[src/rtl/imm_encoder_pkg.sv]
// Shared immediate-format definitions: format encodings, legal range bounds and the
// instruction bit positions each format's immediate occupies.
`timescale 1ns/1ps
package imm_encoder_pkg;

  typedef enum logic [2:0] {
    IMM_I = 3'b000,
    IMM_S = 3'b001,
    IMM_B = 3'b010,
    IMM_U = 3'b011,
    IMM_J = 3'b100
  } imm_sel_e;

  localparam int signed IMM12_MIN  = -2048;
  localparam int signed IMM12_MAX  = 2047;
  localparam int signed IMM_B_MIN  = -4096;
  localparam int signed IMM_B_MAX  = 4094;
  localparam int signed IMM_J_MIN  = -1048576;
  localparam int signed IMM_J_MAX  = 1048574;

  localparam logic [31:0] MASK_I = 32'hFFF0_0000;
  localparam logic [31:0] MASK_S = 32'hFE00_0F80;
  localparam logic [31:0] MASK_B = 32'hFE00_0F80;
  localparam logic [31:0] MASK_U = 32'hFFFF_F000;
  localparam logic [31:0] MASK_J = 32'hFFFF_F000;

  function automatic logic [31:0] imm_field_mask(input logic [2:0] sel);
    logic [31:0] m;
    m = '0;
    case (sel)
      IMM_I:   m = MASK_I;
      IMM_S:   m = MASK_S;
      IMM_B:   m = MASK_B;
      IMM_U:   m = MASK_U;
      IMM_J:   m = MASK_J;
      default: m = '0;
    endcase
    return m;
  endfunction

endpackage

[src/rtl/imm_encoder_pack.sv]
// Combinational immediate packer and range checker: scatters a signed immediate into
// the format's instruction fields and flags values the format cannot represent.
`timescale 1ns/1ps
module imm_pack
  import imm_encoder_pkg::*;
(
  input  logic [2:0]         imm_sel_i,
  input  logic signed [31:0] imm_i,
  input  logic [31:0]        base_i,
  output logic [31:0]        instr_o,
  output logic               err_o
);

  logic [31:0] fields;
  logic        in_range;

  always_comb begin
    fields   = '0;
    in_range = 1'b0;
    case (imm_sel_i)
      IMM_I: begin
        fields   = {imm_i[11:0], 20'b0};
        in_range = (imm_i >= IMM12_MIN) && (imm_i <= IMM12_MAX);
      end
      IMM_S: begin
        fields   = {imm_i[11:5], 13'b0, imm_i[4:0], 7'b0};
        in_range = (imm_i >= IMM12_MIN) && (imm_i <= IMM12_MAX);
      end
      IMM_B: begin
        fields   = {imm_i[12], imm_i[10:5], 13'b0, imm_i[4:1], imm_i[11], 7'b0};
        in_range = (imm_i >= IMM_B_MIN) && (imm_i <= IMM_B_MAX) && !imm_i[0];
      end
      IMM_U: begin
        fields   = {imm_i[31:12], 12'b0};
        in_range = (imm_i[11:0] == 12'h000);
      end
      IMM_J: begin
        fields   = {imm_i[20], imm_i[10:1], imm_i[11], imm_i[19:12], 12'b0};
        in_range = (imm_i >= IMM_J_MIN) && (imm_i <= IMM_J_MAX) && !imm_i[0];
      end
      default: begin
        fields   = '0;
        in_range = 1'b0;
      end
    endcase
  end

  // An unrepresentable immediate leaves the skeleton untouched rather than truncating.
  always_comb begin
    err_o   = !in_range;
    instr_o = err_o ? base_i : ((base_i & ~imm_field_mask(imm_sel_i)) | fields);
  end

endmodule

[src/rtl/imm_encoder.sv]
// Immediate encoder: packs an immediate into an instruction skeleton behind a single
// ready/valid output register and counts erroneous words delivered downstream.
`timescale 1ns/1ps
module imm_encoder
  import imm_encoder_pkg::*;
#(
  parameter int CNT_W = 16
) (
  input  logic               clk,
  input  logic               rst_n,
  input  logic               in_valid,
  output logic               in_ready,
  input  logic [2:0]         imm_sel,
  input  logic signed [31:0] imm,
  input  logic [31:0]        base,
  output logic               out_valid,
  input  logic               out_ready,
  output logic [31:0]        instr,
  output logic               err,
  output logic [CNT_W-1:0]   err_count
);

  function automatic logic [CNT_W-1:0] sat_inc(input logic [CNT_W-1:0] v);
    return (&v) ? v : v + {{(CNT_W-1){1'b0}}, 1'b1};
  endfunction

  logic [31:0]      pack_instr;
  logic             pack_err;

  logic             out_valid_q, out_valid_d;
  logic [31:0]      instr_q, instr_d;
  logic             err_q, err_d;
  logic [CNT_W-1:0] err_count_q, err_count_d;
  logic             load, out_xfer;

  imm_pack u_pack (
    .imm_sel_i (imm_sel),
    .imm_i     (imm),
    .base_i    (base),
    .instr_o   (pack_instr),
    .err_o     (pack_err)
  );

  // Output register may refill in the same cycle it drains, so no bubble under full rate.
  always_comb begin
    in_ready    = !out_valid_q || out_ready;
    load        = in_valid && in_ready;
    out_xfer    = out_valid_q && out_ready;
    out_valid_d = out_valid_q;
    instr_d     = instr_q;
    err_d       = err_q;
    err_count_d = err_count_q;
    if (load) begin
      out_valid_d = 1'b1;
      instr_d     = pack_instr;
      err_d       = pack_err;
    end else if (out_xfer) begin
      out_valid_d = 1'b0;
    end
    if (out_xfer && err_q) begin
      err_count_d = sat_inc(err_count_q);
    end
  end

  // ---- output register stage ----
  always_ff @(posedge clk or negedge rst_n) begin
    if (!rst_n) begin
      out_valid_q <= 1'b0;
      instr_q     <= '0;
      err_q       <= 1'b0;
      err_count_q <= '0;
    end else begin
      out_valid_q <= out_valid_d;
      instr_q     <= instr_d;
      err_q       <= err_d;
      err_count_q <= err_count_d;
    end
  end

  assign out_valid = out_valid_q;
  assign instr     = instr_q;
  assign err       = err_q;
  assign err_count = err_count_q;

endmodule

[config.mk]
export PLATFORM = sky130hd
export DESIGN_NAME = imm_encoder
export DESIGN_NICKNAME = d
export VERILOG_FILES = /design/src/rtl/imm_encoder_pkg.sv /design/src/rtl/imm_encoder_pack.sv /design/src/rtl/imm_encoder.sv
export SDC_FILE = /design/constraint.sdc
export NUM_CORES = 1
export LEC_CHECK = 0
export BUFFER_PORTS_ARGS = -buffer_cell sky130_fd_sc_hd__buf_2
export CAP_MARGIN = 15
export CORE_MARGIN = 4
export CORE_UTILIZATION = 47
export CTS_CLUSTER_DIAMETER = 80
export DETAILED_ROUTE_END_ITERATION = 6
export GPL_TIMING_DRIVEN = 0
export PLACE_DENSITY = 0.77
export SYNTH_ARGS = -nofsm -noshare
export SYNTH_HDL_FRONTEND = slang
export SYNTH_SLANG_ARGS = --single-unit
[constraint.sdc]
create_clock -name clk -period 2.4 [get_ports clk]
set_clock_uncertainty 0.15 [all_clocks]
set_input_delay 0.12 -clock clk [delete_from_list [all_inputs] [get_ports clk]]
set_output_delay 0.12 -clock clk [all_outputs]
set_load 0.05 [all_outputs]
# After elaboration in Yosys (flattened, before gate mapping)
# Index checks and enable logic that the tools add are counted.
[op_classes]
add_sub_neg = 1
multipliers = 0
div_mod_pow = 0
magnitude_cmp = 6
n_eq_ne = 4
shift = 0
mux = 6
n_bitwise = 4
reduce_logical = 20
[ops]
columns = ["cell", "count"]
rows = [
  ["$pmux W32 S5", 1],
  ["$pmux W32 S3", 1],
  ["$and A32 B32 Y32", 1],
  ["$ge A32 B12 Y1 const B", 1],
  ["$ge A32 B13 Y1 const B", 1],
  ["$ge A32 B21 Y1 const B", 1],
  ["$le A32 B12 Y1 const B", 1],
  ["$le A32 B13 Y1 const B", 1],
  ["$le A32 B21 Y1 const B", 1],
  ["$mux W32", 1],
  ["$not A32 Y32", 1],
  ["$or A32 B32 Y32", 1],
  ["$add A16 B1 Y16 const B", 1],
  ["$reduce_and A16 Y1", 1],
  ["$logic_not A12 Y1", 1],
  ["$logic_and A1 B1 Y1", 8],
  ["$eq A3 B2 Y1 const B", 2],
  ["$reduce_or A2 Y1", 3],
  ["$pmux W1 S4", 1],
  ["$eq A3 B1 Y1 const B", 1],
  ["$eq A3 B3 Y1 const B", 1],
  ["$logic_not A1 Y1", 3],
  ["$logic_not A3 Y1", 1],
  ["$mux W1", 2],
  ["4 further kinds", 4],
]
[totals]
register_bits = 50
latch_bits = 0
ram_bits = 0
mem_bits_ro = 0
inputBits = 71
output_inout_bits = 51
word_cells = 45
memories = 0

# Logic depth before layout (Yosys ltp)
# Gate-level depths: netlist (run 1).
[depth]
depth_word = 7
depth_mapped = 9
ltp_nobuf = 7

# Hierarchy
# From an unflattened synthesis (run 1), not the netlist that was laid out.
[unflattened]
cells_unflattened = 246
hier_area_um2 = 2880.3
[by_module_without_submodules]
columns = ["mod", "instances", "cells_per_inst", "area_per_inst_um2", "seq_area_each_um2"]
rows = [
  ["imm_encoder", 1, 144, 2048.2, 1251.2],
  ["imm_pack", 1, 102, 832.0, 0.0],
]

# Least setup slack after synthesis (run 1)
# OpenSTA, ideal clock, no wires.
[synth_path]
path_kind = "reg-to-reg"
from = "reg err_count_q[7], in the netlist err_count[7]"
to = "reg err_count_q[15], in the netlist err_count[15]"
setup_ns = 0.141
arrival_time_ns = 2.042
t_required_ns = 2.109
slack_ns = 0.067
path_stages_with_launch = 7
path_buffers = 0
period_less_slack_ns = 2.333
cell_sequence = "dfrtp_1 and3_1 and4_1 a31o_2 nor3_1 nand3_1 xnor2_1"
[synth_via]
elab_chain_cells = 3
word_cells_on_any_way = 4
classes_between = "add/sub (1); bitwise (1); reduce/logical (2)"
[synth_rtl]
columns = ["element", "line_no", "rtl"]
rows = [
  ["start, declared", "imm_encoder.sv:33", "logic [CNT_W-1:0] err_count_q, err_count_d;"],
  ["start signal, assigned", "imm_encoder.sv:76", "err_count_q <= err_count_d;"],
  ["branches (longest 3 deep; another with $add A16 B1 Y16)", "n/a", ""],
]
# Parallel ways; which one is timed is not known.
# A chain may end at the register's enable or synchronous reset.

# Worst setup path in the final report (run 1)
[layout_path]
from = "in imm[20]"
to = "reg instr_q[9], in the netlist instr[9]"
[layout_via]
elab_chain_cells = 5
word_cells_on_any_way = 13
classes_between = "order compare (6); mux (2); reduce/logical (5)"
[layout_rtl]
columns = ["element", "line_no", "rtl"]
rows = [
  ["start, declared", "imm_encoder.sv:14", "input logic signed [31:0] imm,"],
  ["$ge A32 B21 Y1 (tied with other cells)", "imm_encoder_pack.sv:39", "in_range = (imm_i >= IMM_J_MIN) && (imm_i <= IMM_J_MAX) && !imm_i[0];"],
  ["$logic_and A1 B1 Y1, on equally long branches (2 in series)", "imm_encoder_pack.sv:39, imm_encoder_pack.sv:31", ""],
  ["$pmux W1 S4 (*)", "imm_encoder_pack.sv:20", "case (imm_sel_i)"],
  ["$mux W32 (*)", "imm_encoder_pack.sv:51", "instr_o = err_o ? base_i : ((base_i & ~imm_field_mask(imm_sel_i)) | fields);"],
  ["end signal, assigned", "imm_encoder.sv:74", "instr_q <= instr_d;"],
  ["end, declared", "imm_encoder.sv:31", "logic [31:0] instr_q, instr_d;"],
]
# Mark *: on every way between the ends. The rest lies on a longest branch, timed or not.

==> results of run 1 <==
repair_timing:
item | 4_1_cts | 5_1_grt
endpoints found under the hold margin | 80 | 0
endpoints found under the setup margin | 0 | 10
resized for setup | 0 | 7
setup buffers | 0 | 1
hold buffers | 31 | 0
power by group through the flow:
stage               sequential, W  clock, W  combinational, W
floorplan                 0.00148         0          0.000225
global placement          0.00106         0          0.000921
detailed placement        0.00107         0          0.000934
CTS                       0.00105  0.000643          0.000974
global route              0.00107  0.000687           0.00105
finish                    0.00106  0.000629          0.000984
layout by cell type, fill, tap and decap left out, drive strengths merged, types with 6 or more instances in the layout:
cell type,count
nor4,8
nor2,27
mux2i,14
a21oi,16
and3,9
a221oi,6
nand2,43
o21ai,10
clkbuf,15
nand4,9
o2bb2ai,6
buf,127
xnor2,12
dlygate4sd3,31
nand3,10
dfrtp,50
how the worst max path moves through the flow:
stage | from | end | slack [ps] | cells past startpoint
global route | imm[18] | instr[11] | -8 | 8
detailed placement | imm[25] | instr[22] | -250 | 8
global placement | imm[25] | instr[22] | -220 | 8
CTS | imm[25] | instr[22] | 60 | 8
floorplan | err_count[7] | err_count[15] | 70 | 6
finish | imm[20] | instr[9] | 150 | 8
cell families (layout without fill, tap and decap cells):
| logic type | after synthesis | after routing | synth area share, % |
|---|---|---|---|
| AND/OR/NAND/NOR | 127 | 127 | 22.3 |
| AO/OA/AOI/OAI | 60 | 60 | 17.6 |
| flip-flops | 50 | 50 | 45.6 |
| multiplexers | 19 | 19 | 7.16 |
| XOR/XNOR | 15 | 15 | 4.79 |
| buffers and inverters | 14 | 176 | 2.05 |
| adder cells (fa/ha/maj) | 1 | 1 | 0.456 |
worst max-delay path: stages:
cell      delay [ps]
buf_2            140
nor4_2           280
nand3_1          180
or4_4            460
a211o_4          380
a211oi_4         390
mux2i_1          230
a21oi_1           80
flip-flops by register name, summed over array words and instances (netlist names):
register and flops:
err 1, err_count 16, instr 32, out_valid 1
metal layers:
layer,GRT usage [%],share of wire [%],up-vias
met3,6.28,8.7,20
met4,7.48,2.2,0
li1,-,-,1369
met1,29.9,40,1353
met2,39.8,49,133
met5,0,0,-
stage by stage:
step / power [W] / hold WS, ps / instance area, um2
6_report: 0.00267 / 1.53 / 3940
5_1_grt: 0.00280 / 3.52 / 3940
4_1_cts: 0.00267 / 0.576 / 3870
3_5_place_dp: 0.00200 / 164 / 3440
3_3_place_gp: 0.00198 / 157 / 3440
2_1_floorplan: 0.00171 / -326 / 2740
area by class of cell:
cell class	count	area, um2	area share, %
buffer	13	52.6	1.33
clock buffer	6	82.6	2.09
clock inverter	2	38.8	0.984
inverter	1	3.75	0.0952
multi-input combinational	222	1480	37.6
sequential	50	1250	31.7
tap	72	90.1	2.28
timing repair buffer	154	943	23.9
==> results.cfg, run 1 <==
[setup_path]
cp.arrival_ps = 2270
worstSetupPathType = in2reg
reg2reg_slack_ps = 250
reg2reg_from = err_count[7]
crit_path_end_kind = register
reg2reg_depth = 6
path_max_fanout = 5
cp.required_ps = 2420
r2r-end = err_count[9]
startpoint_type = input port

[synthesis]
ys_seq_area_share_pct = 45.6
postSynthAreaPerCell_um2 = 9.59
yosysTopAreaCellShare_pct = 45.6
synthTopCellsByCount = 50 x dfrtp_1, 43 x nand2_1, 27 x nor2_1
synth_top_cells_by_area = dfrtp_1 46%, nand2_1 5.9%, mux2i_1 5.1%, xnor2_1 3.8%, nor2_1 3.7%
synth-seq-cells = 50
yosys_warnings = 0
synth-edff-count = 0
synthCells = 286
synth_cell_types = 49
netlist.top_cell.by_area = dfrtp_1
async_flop_share_pct = 100
netlist_area_um2 = 2740
synthFlopType = dfrtp_1
yosysMostFrequentCell = dfrtp_1
syn-num-nets = 358

[sta]
finalHoldViolations = 0
finalWorstSetupSlack_ps = 146
fin_crit_ps = 2250
max_slew.worst_pin.slew_ps = 680
slew_headroom_pct = 54.2
tns_ps = 0
fmax_mhz = 444
fin_crit_sh_pct = 93.9
finalMaxSlewViolations = 0
setup_viol = 0

[global_route]
grt.overflow.total = 0
grtUsageTotal_pct = 23.7
grt_pass1_wl_um = 13700
grt_max_degree = 51
antenna_found_initial = 0
grt_pass1_vias = 2890

[route]
postRouteAntennaNets = 0
wl_um = 8510
drc_errors = 0
dr.pass1.iters = 4
viasPerCell = 5.53
drtIter0Drc = 185
wl_per_cell_um = 16.4
vias = 2875

[pwr]
peakVddDrop_mv = 0.476
p_comb_share_pct = 36.9
leakage_nw = 1.82
swShare_pct = 40.4
p_sw_w = 0.00108
clock_power_share_pct = 23.6
power.internal_w = 0.00159
pwr_density_cell_nw_per_um2 = 677
seqPwrFrac_pct = 39.5

[placement]
hpwl_um = 6170
io_buffers = 121
gp_congestion = 0.893
place_ws_ps = -252
place_inst = 479

[worst_hold_path]
hold_path_depth = 3
min_from = base[11]
min_to = instr[11]
hold_class = in2reg

[floorplan]
start_util_pct = 49.2
die_y_um = 84.4
num_rows = 27
core_area_um2 = 5570
ios = 122
dieArea_um2 = 7120
die_w_um = 84.4

[clocking]
path_clk_slew_ps = 90
numCtsBuffers = 5
htree_levels = 2
cts_root_buf = clkbuf_8
clk_path_buf_depth = 2
cts_tree = yes
cts_num_sinks = 50
clk_latency_ps = 300

[status]
status = finished clean

[flow_run]
cap_violations = 0

[cells_and_area]
num-fill-cells = 448
n_antenna_cell = 0
postLayoutCoreUtil_pct = 70.8
fin_cells = 520
drive_gt1_share_pct = 34.4
final_nets = 519
areaGrowthSynthToFinish_pct = 43.7
Power figures use the tool's default switching activity.
==> run 2: changes to the inputs <==
CORE_MARGIN = 1   (was 4)
PLACE_DENSITY = 0.89   (was 0.77)
==> results.cfg, run 2 (synthesis results as in run 1) <==
[status]
status = finished, violations left
failed_checks = hold timing

[cells_and_area]
drive_gt1_share_pct = 34.9
largest_reg_flops = 32
design_area_um2 = 3940
num-fill-cells = 426
final_cell_mix = 122 x buf_2, 50 x dfrtp_1, 43 x nand2_1
final_nets = 521
n_antenna_cell = 0
final_common_cell = buf_2
fin_cells = 522
areaGrowthSynthToFinish_pct = 43.4

[setup_path]
cp.arrival_ps = 2330
crit_path_end_kind = register
startpoint_type = input port
cp.required_ps = 2420
path_max_fanout = 5
worstSetupPathType = in2reg
reg2reg_slack_ps = 240

[sta]
slew_headroom_pct = 49.4
fin_crit_sh_pct = 96.4
fmax_mhz = 432
finalHoldViolations = 1
finalWorstSetupSlack_ps = 86.7
finalMaxSlewViolations = 0
tns_ps = 0
fin_crit_ps = 2310
setup_viol = 0
whs_ps = -5.64
max_slew.worst_pin.slew_ps = 750

[route]
wl_per_cell_um = 16.6
vias = 2947
drc_errors = 0
wl_um = 8660
viasPerCell = 5.65
drtIter0Drc = 296
dr.pass1.iters = 7
postRouteAntennaNets = 0

[pwr]
clock_power_share_pct = 19.4
peakVddDrop_mv = 0.433
seqPwrFrac_pct = 41.6
swShare_pct = 42.6
leakage_nw = 1.82
pwr_density_cell_nw_per_um2 = 643
p_comb_share_pct = 39.0
power.internal_w = 0.00145
p_sw_w = 0.00108

[placement]
placed_area_um2 = 3440
hpwl_um = 5970
gp_congestion = 0.991
place_ws_ps = -287
io_buffers = 121
place_inst = 479

[global_route]
grt_max_degree = 51
antenna_found_initial = 0
grt_pass1_vias = 2819
grt.overflow.total = 0
grtUsageTotal_pct = 28.6
grt_pass1_wl_um = 13600

[clocking]
cts_tree = yes
cts_root_buf = clkbuf_8
path_clk_slew_ps = 90
clk_latency_ps = 300
numCtsBuffers = 5
clk_path_buf_depth = 2
htree_levels = 2
cts_num_sinks = 50

[floorplan]
die_w_um = 78.4
dieArea_um2 = 6150
die_y_um = 78.4
start_util_pct = 49.2
ios = 122
core_area_um2 = 5570
num_rows = 27

[worst_hold_path]
hold_class = in2reg

[flow_run]
cap_violations = 0
## run 2: metrics by stage
stage,total power [W],util (%)
global route,0.00265,70.6
detailed placement,0.00199,61.7
floorplan,0.00171,-
finish,0.00253,70.6
CTS,0.00252,68.8
global placement,0.00197,61.7
## run 2: worst paths after layout
kind | start | to | depth (start not counted)
worst max register to register | err_count[7] | err_count[11] | 6
max in group asynchronous | rst_n | instr[22] | 3
min in group asynchronous | rst_n | instr[18] | 2
worst max-delay path | imm[25] | instr[9] | 8
worst min register to register | instr[25] | instr[25] | 2
worst min-delay path | base[12] | instr[12] | 3
## run 2: cell type report
type	instances	area [um2]	share of cell area, %
clock buffers	5	68.8	1.75
clock inverters	3	18.8	0.477
flip-flops and latches	50	1250	31.8
plain buffers	13	56.3	1.43
repair buffers	156	958	24.4
well taps	72	90.1	2.29
inverters	1	3.75	0.0954
multi-input cells	222	1490	37.8
## run 2: routing by layer
layer	vias up	global-route usage (%)	wire length [um]
met5	-	0	0
met4	0	8.89	183
met3	22	4.77	554
met2	161	50.3	4400
met1	1394	35.9	3520
li1	1370	-	-
## run 2: power by group through the flow
stage          combinational (W)  sequential [W]  clock, W
2_1_floorplan           0.000225         0.00148         0
3_3_place_gp            0.000914         0.00106         0
3_5_place_dp            0.000930         0.00106         0
4_1_cts                 0.000970         0.00105  0.000502
5_1_grt                  0.00105         0.00107  0.000531
6_report                0.000988         0.00105  0.000490
## run 2: timing repair
| item | in CTS | in global routing |
|---|---|---|
| endpoints found under the hold margin | 79 | 0 |
| resized for setup | 0 | 10 |
| setup endpoints to repair | 0 | 11 |
| hold buffers | 31 | 0 |
| buffers inserted | 0 | 3 |
## run 2: critical path, cell delays in order
cell	delay [ps]
buf_2	130
nor4_2	290
nand3_2	140
or4_1	550
a211o_4	380
a211oi_4	410
mux2i_1	220
a21oi_1	90
==> run 3: changes to the inputs <==
CORE_MARGIN = default   (was 1)
CORE_UTILIZATION = 51   (was 47)
PLACE_DENSITY = 0.94   (was 0.89)
clock period = 3 ns   (was 2.4 ns; I/O delays follow)
==> results.cfg, run 3 (synthesis results as in run 1) <==
[sta]
fin_crit_ps = 2530
finalMaxSlewViolations = 0
max_slew.worst_pin.slew_ps = 755
rsz0062_at_grt = no
setup_viol = 0
slew_headroom_pct = 49.1
fin_crit_sh_pct = 84.4
finalHoldViolations = 1
whs_ps = -3.84
tns_ps = 0
fmax_mhz = 395

[floorplan]
die_y_um = 75.4
ios = 122
num_rows = 26
start_util_pct = 53.4
die_w_um = 75.4
dieArea_um2 = 5680
core_area_um2 = 5140

[cells_and_area]
final_nets = 502
n_antenna_cell = 0
areaGrowthSynthToFinish_pct = 35.9
fin_cells = 501
largest_reg_flops = 32
design_area_um2 = 3730
final_cell_mix = 123 x buf_2, 50 x dfrtp_1, 43 x nand2_1
final_common_cell = buf_2
drive_gt1_share_pct = 34.1

[pwr]
peakVddDrop_mv = 0.448
swShare_pct = 40.7
leakage_nw = 1.74
p_sw_w = 0.000863
power.internal_w = 0.00126
p_comb_share_pct = 36.4
seqPwrFrac_pct = 39.7
clock_power_share_pct = 23.9
pwr_density_cell_nw_per_um2 = 568

[route]
postRouteAntennaNets = 0
wl_um = 8210
wl_per_cell_um = 16.4
drc_errors = 0
dr.pass1.iters = 5
vias = 2876
drtIter0Drc = 247
viasPerCell = 5.74

[worst_hold_path]
hold_class = in2reg

[global_route]
grt_max_degree = 51
grt.overflow.total = 0
grtUsageTotal_pct = 29.3
use_met3_pct = 5.82
top_usage_layer = met2
grt_pass1_vias = 2737
grt_pass1_wl_um = 12500
antenna_found_initial = 0
use_met1_pct = 36.6
grt_use_met2_pct = 49.4

[placement]
placed_area_um2 = 3440
place_inst = 477
gp_congestion = 0.943
hpwl_um = 6030
io_buffers = 121

[setup_path]
reg2reg_slack_ps = 660
cp.arrival_ps = 2560
crit_path_end_kind = register
startpoint_type = input port
worstSetupPathType = in2reg
path_max_fanout = 9
cp.required_ps = 3030

[clocking]
htree_levels = 2
cts_tree = yes
cts_resized = 0
cts_root_buf = clkbuf_8
numCtsBuffers = 5
clk_path_buf_depth = 2
clk_latency_ps = 300
cts_setup_buffers = 0
cts_num_sinks = 50
path_clk_slew_ps = 90
ctsHoldBuffers = 15

[status]
failed_checks = hold timing
status = finished, violations left

[flow_run]
cap_violations = 0
-- run 3: cell types whose count changed in the layout (fill, tap and decap cells not counted), moves of 2 or more --
cell / previous run / this run
clkinv_2: 2 / 0
nor4_1: 5 / 7
dlygate4sd3_1: 31 / 15
buf_4: 3 / 0
-- run 3: metal layers --
layer  part of all wire (%)  vias to the layer above
li1                       -                     1340
met1                     39                     1328
met2                     48                      174
met3                    8.9                       34
met4                    3.8                        0
met5                      0                        -
-- run 3: worst paths after layout --
path	to	cells after the start	start
max reg2reg	err_count[13]	6	err_count[7]
min	instr[10]	3	base[10]
min reg2reg	instr[4]	2	instr[4]
min in group asynchronous	instr[12]	2	rst_n
max in group asynchronous	instr[27]	3	rst_n
max	instr[22]	8	imm[28]
-- run 3: area by class of cell --
cell class                 instances  area, um2
clock buffer                       6       82.6
clock inverter                     2       38.8
tap                               70       87.6
inverter                           1       3.75
fill                             420       1410
timing repair buffer             137        776
buffer                            13       52.6
multi-input combinational        222       1440
sequential                        50       1250
-- run 3: power groups by stage --
stage               sequential, W  combinational (W)  clock (W)
floorplan                 0.00118           0.000180          0
global route             0.000856           0.000819   0.000537
CTS                      0.000841           0.000767   0.000505
detailed placement       0.000854           0.000749          0
global placement         0.000845           0.000732          0
finish                   0.000842           0.000771   0.000507
-- run 3: per-stage QoR --
stage	util, %	total power [W]	setup WS, ps
finish	72.5	0.00212	468
detailed placement	66.9	0.00160	226
global route	72.5	0.00221	303
floorplan	-	0.00136	667
global placement	66.9	0.00158	250
CTS	72.2	0.00211	512
-- run 3: worst max-delay path: stages --
cell,delay (ps)
buf_2,120
nor4_1,350
nand3_1,220
or4_1,550
a211o_1,350
a31oi_2,490
mux2i_1,250
o21ai_1,70
